<file path="src/rtl/mux_nto1_pipe.sv">
// N-to-1 selector with registered output and valid/ready on both sides; optional skid stage via MUX_SKID_EN.
// Latency: an entry accepted at edge t is presented on out_data/out_sel with out_valid=1 in cycle t+1.
// Backpressure: with MUX_SKID_EN in_ready is registered (!skid_valid); without it in_ready = !out_valid | out_ready.
module mux_nto1_pipe #(
  parameter int WIDTH = 16,
  parameter int N     = 4,
  parameter int SELW  = 2
) (
  input  logic               clk,
  input  logic               rst,
  input  logic               flush,
  input  logic [N*WIDTH-1:0] in_data,
  input  logic [SELW-1:0]    sel,
  input  logic               in_valid,
  output logic               in_ready,
  output logic [WIDTH-1:0]   out_data,
  output logic [SELW-1:0]    out_sel,
  output logic               out_valid,
  input  logic               out_ready,
  output logic               sel_err
);

  logic             accept;
  logic             in_range;
  logic [WIDTH-1:0] cap_data;

  assign accept = in_valid & in_ready;

  // Out-of-range selects fall through with zero data and in_range low.
  always_comb begin
    cap_data = '0;
    in_range = 1'b0;
    for (int k = 0; k < N; k++) begin
      if (sel == SELW'(k)) begin
        cap_data = in_data[k*WIDTH +: WIDTH];
        in_range = 1'b1;
      end
    end
  end

`ifdef MUX_SKID_EN
  logic             skid_valid;
  logic [WIDTH-1:0] skid_data;
  logic [SELW-1:0]  skid_sel;

  assign in_ready = !skid_valid;

  // Skid is only ever occupied while main is full, so a freeing main always prefers skid.
  always_ff @(posedge clk) begin
    if (rst || flush) begin
      out_valid  <= 1'b0;
      skid_valid <= 1'b0;
    end else if (!out_valid || out_ready) begin
      out_valid  <= skid_valid | accept;
      skid_valid <= 1'b0;
    end else if (accept) begin
      skid_valid <= 1'b1;
    end
  end

  always_ff @(posedge clk) begin
    if (rst) begin
      out_data <= '0;
      out_sel  <= '0;
    end else if (!flush && (!out_valid || out_ready)) begin
      if (skid_valid) begin
        out_data <= skid_data;
        out_sel  <= skid_sel;
      end else if (accept) begin
        out_data <= cap_data;
        out_sel  <= sel;
      end
    end
  end

  always_ff @(posedge clk) begin
    if (rst) begin
      skid_data <= '0;
      skid_sel  <= '0;
    end else if (!flush && out_valid && !out_ready && accept) begin
      skid_data <= cap_data;
      skid_sel  <= sel;
    end
  end
`else
  assign in_ready = !out_valid | out_ready;

  always_ff @(posedge clk) begin
    if (rst || flush) begin
      out_valid <= 1'b0;
    end else if (in_ready) begin
      out_valid <= accept;
    end
  end

  always_ff @(posedge clk) begin
    if (rst) begin
      out_data <= '0;
      out_sel  <= '0;
    end else if (!flush && accept) begin
      out_data <= cap_data;
      out_sel  <= sel;
    end
  end
`endif

  // A flushed accept is discarded entirely, so it does not raise the error flag.
  always_ff @(posedge clk) begin
    if (rst) begin
      sel_err <= 1'b0;
    end else if (accept && !flush && !in_range) begin
      sel_err <= 1'b1;
    end
  end

endmodule

</file>
<file path="config.mk">
export PLATFORM = sky130hd
export DESIGN_NAME = mux_nto1_pipe
export DESIGN_NICKNAME = d
export VERILOG_FILES = /design/src/rtl/mux_nto1_pipe.sv
export SDC_FILE = /design/constraint.sdc
export NUM_CORES = 1
export LEC_CHECK = 0
export ABC_AREA = 0
export CAP_MARGIN = 0
export CORE_ASPECT_RATIO = 0.8
export CORE_MARGIN = 1.5
export CORE_UTILIZATION = 36
export CTS_BUF_LIST = sky130_fd_sc_hd__clkbuf_4
export CTS_CLUSTER_SIZE = 25
export DETAILED_ROUTE_END_ITERATION = 16
export PLACE_DENSITY = 0.95
export SYNTH_ARGS = -nofsm -noshare
export SYNTH_HDL_FRONTEND = slang
export SYNTH_SLANG_ARGS = --single-unit
</file>
<file path="constraint.sdc">
create_clock -name clk -period 4 [get_ports clk]
set_clock_uncertainty 0.15 [all_clocks]
set_input_delay 0.6 -clock clk [delete_from_list [all_inputs] [get_ports clk]]
set_output_delay 0.6 -clock clk [all_outputs]
set_load 0.01 [all_outputs]
</file>
==> summary.md <==
| Metric | Value |
|---|---|
| Routed WL | 3407 microns |
| Crit end category | output pin |
| Latest clock arrival within the worst-skew pair | about 290 ps |
| Total Power | ~470 uW |
| Maximum clock rate | ~380 MHz |
| Wire length on met2 | 1881 microns |
| Final nets | 234 |
| Largest area contributor in the netlist | dfxtp_1 |
| Fillers | between 150 and 200 |
| Min Tclk post-route | approximately 2700 ps |
| Final setup vio count | 0 |
| Core area | approximately 2800 sq um |
| Post-synth top flop | dfxtp_1 |
| Syn Inst Count | slightly above 70 |
| Slew Viols, Final | 0 |
| Kind of critical path | in2out |
| Worst reg2reg path endpoint | out_data[12]$_SDFFE_PP0P_ |
| RR Startpoint | out_valid$_SDFFE_PP0P_ |
| Max IR drop VDD | ~0.00018 V |
| Seq pwr share | 46.1% |
| Most frequent cell after synthesis | dfxtp_1 |
| ANT nets after route | 0 |
| RSZ-0062 raised after global routing | no |
| Synth cell types | 18 |
| Register area share after synthesis | between 30 and 40% |
| Hold_ws | 323.6 ps |
| Post-CTS setup buffer count | 0 |
| Synth top cells by count | dfxtp_1 (20), a22o_1 (16), mux4_2 (9), mux4_1 (7) |
| Hold path endpoint | sel_err$_SDFFE_PP0P_ |
| Asr flop ratio synth | 0% |
| Placed cell count | about 200 |
| Worst Path Required | 3250 ps |
| Starting Density | roughly 39% |
| Sequential cell area | 400.4 sq um |
| Clock transition at path regs | between 100 and 150 ps |
| Worst Path Arrival | between 1500 and 2000 ps |
| Die height | roughly 53 microns |
| Final worst slack | between 1000 and 1500 ps |
| LEAKAGE | ~0.00075 uW |
| Final HPWL DP | 2868 microns |
| GPL Wtd Cong | slightly below 0.8 |
| Min-delay src | sel_err$_SDFFE_PP0P_ |
| Rows | 17 |
| Met3 Wirelength | 254 microns |
| Highest metal used | met4 |
| Die Area | 3416 sq um |
| Synth area leaders | dfxtp_1 (36%), mux4_2 (18%), mux4_1 (17%) |
| Multi-input gate area | between 600 and 700 sq um |
| Post-Syn Area | 1106 sq um |
| Number of synthesized flops with an enable pin | 0 |
| Setup TNS | 0 ps |
| Fin crit share | between 60% and 70% |
| Slew of the pin with the lowest slew margin | 856.9 ps |
| # diodes | 0 |
| FF-to-FF path depth | 4 |
| Synth Warn # | 0 |
| WL met1 | around 1100 microns |
| DR WL/cell | 17.04 microns |
| Vias in the first global route | 1134 |
| Clock sinks | 20 |
| Largest net degree at the start of global routing | 18 |
| Crit-path max FO | 5 |
| Mean post-synth cell area | 15.36 sq um |
| Max clock buf depth | 2 |
| Setup crit start kind | primary input |
| Share of layout cells above drive strength 1 | 10.49% |
| Switching Share | between 20% and 30% |
| Total grt overflow | 0 |
| Outcome | finished, final reports clean |
| Reg-to-reg setup timing slack | approximately 2400 ps |
| Combinational share of power | about a third |
| First-iteration detailed-routing DRC count | 22 |
| First-pass GRT wire length | ~5300 microns |
| Post-CTS Resized | 0 |
| CTS tree | yes |
| Port Buffer Count | 91 |
| Post-Place Setup Slack | 1285 ps |
| Synth top area share | a little over a third |
| Int Pwr | 358.0 uW |
| Area grow syn2layout | 84.28% |
| Hold bufs inserted after CTS | 0 |
| Final Non-Filler Cells | 200 |
| Clk root buf | clkbuf_4 |
| Final hold viol count | 0 |
| GRT Total Usage | between 20% and 30% |
| Clock power frac | between 20% and 30% |
| Pwr/cell area | between 200 and 250 nW/um^2 |
| Type of the most critical hold path | reg2reg |
| Synth Register Bits | 20 |
| IO Pins | a little over 90 |
| DRC Markers | 0 |
| Initial antenna violation count | 0 |
| Total CTS buffers | 3 |
| Max Cap Violations | 0 |
| DRT Pass-1 Iters | 5 |
| Die Width | around 65 microns |
| Hold Path Depth | 1 |
| Mapped Nets | roughly 140 |
| H-tree levels | 1 |
| Via count | around 1100 |
| Switch Pwr | 111.3 uW |
| Via/cell ratio | roughly 5.5 |
| Slew HR | about 42% |
-- critical path, stage by stage --
cell and delay [ps]:
clkdlybuf4s50_1 500, nor2b_4 70, inv_1 160, clkdlybuf4s50_1 570
-- power by group through the flow --
| stage | logic, uW | registers [uW] | clock network [uW] |
|---|---|---|---|
| finish | 157 | 216 | 96.5 |
| global route | 165 | 217 | 112 |
| CTS | 158 | 216 | 102 |
| detailed placement | 158 | 221 | 0 |
| global placement | 154 | 220 | 0 |
| floorplan | 56.3 | 225 | 0 |
-- stage by stage --
step           utilization (%)  area [sq um]
5_1_grt                  72.05          2038
2_1_floorplan                -          1106
3_3_place_gp             71.12          2012
6_report                 72.05          2038
3_5_place_dp             71.12          2012
4_1_cts                  72.05          2038
-- worst max-delay path by stage --
stage,from,endpoint,slack [ps]
2_1_floorplan,sel[0],out_data[10]$_SDFFE_PP0P_,2220
5_1_grt,out_ready,in_ready,1280
3_3_place_gp,sel[0],out_data[1]$_SDFFE_PP0P_,1360
4_1_cts,out_ready,in_ready,1330
6_report,out_ready,in_ready,1340
3_5_place_dp,sel[0],out_data[12]$_SDFFE_PP0P_,1290
-- per-layer routing --
metal / global-route usage (%) / vias up
met3: 6.022 / 14
met1: 20.25 / 521
met5: 0 / -
li1: - / 492
met4: 12.41 / 0
met2: 40.89 / 66
-- state kept, by name (all words and copies together), names as in the netlist --
signal     flops
out_data      16
sel_err        1
out_valid      1
out_sel        2
-- cell type report --
| type | instances | area share (%) |
|---|---|---|
| inverters | 3 | 0.5525 |
| flip-flops and latches | 20 | 19.64 |
| repair buffers | 92 | 45.06 |
| well taps | 38 | 2.333 |
| clock inverters | 1 | 0.1842 |
| multi-input cells | 43 | 31.12 |
| clock buffers | 3 | 1.105 |
-- cells by family (layout without fill, tap and decap cells) --
group | after synthesis | count (layout) | share of synthesized area (%)
AND/OR/NAND/NOR | 5 | 5 | 4.864
multiplexers | 16 | 16 | 34.95
buffers and inverters | 9 | 99 | 6.448
flip-flops | 20 | 20 | 36.20
AO/OA/AOI/OAI | 22 | 22 | 17.53
-- cell usage in the layout, fill, tap and decap left out --
cell             instances
nor2b_4                  1
a211oi_1                 1
nor2b_1                  1
a22o_1                  16
mux4_1                   7
clkdlybuf4s50_1         91
buf_4                    1
dfxtp_1                 20
o31ai_1                  2
clkinv_1                 1
clkbuf_4                 3
a21oi_1                  2
mux4_2                   9
nand4_1                  2
inv_2                    1
a31oi_4                  1
inv_1                    2
nor4_4                   1
Note: power is estimated with default switching activity, not from simulation.
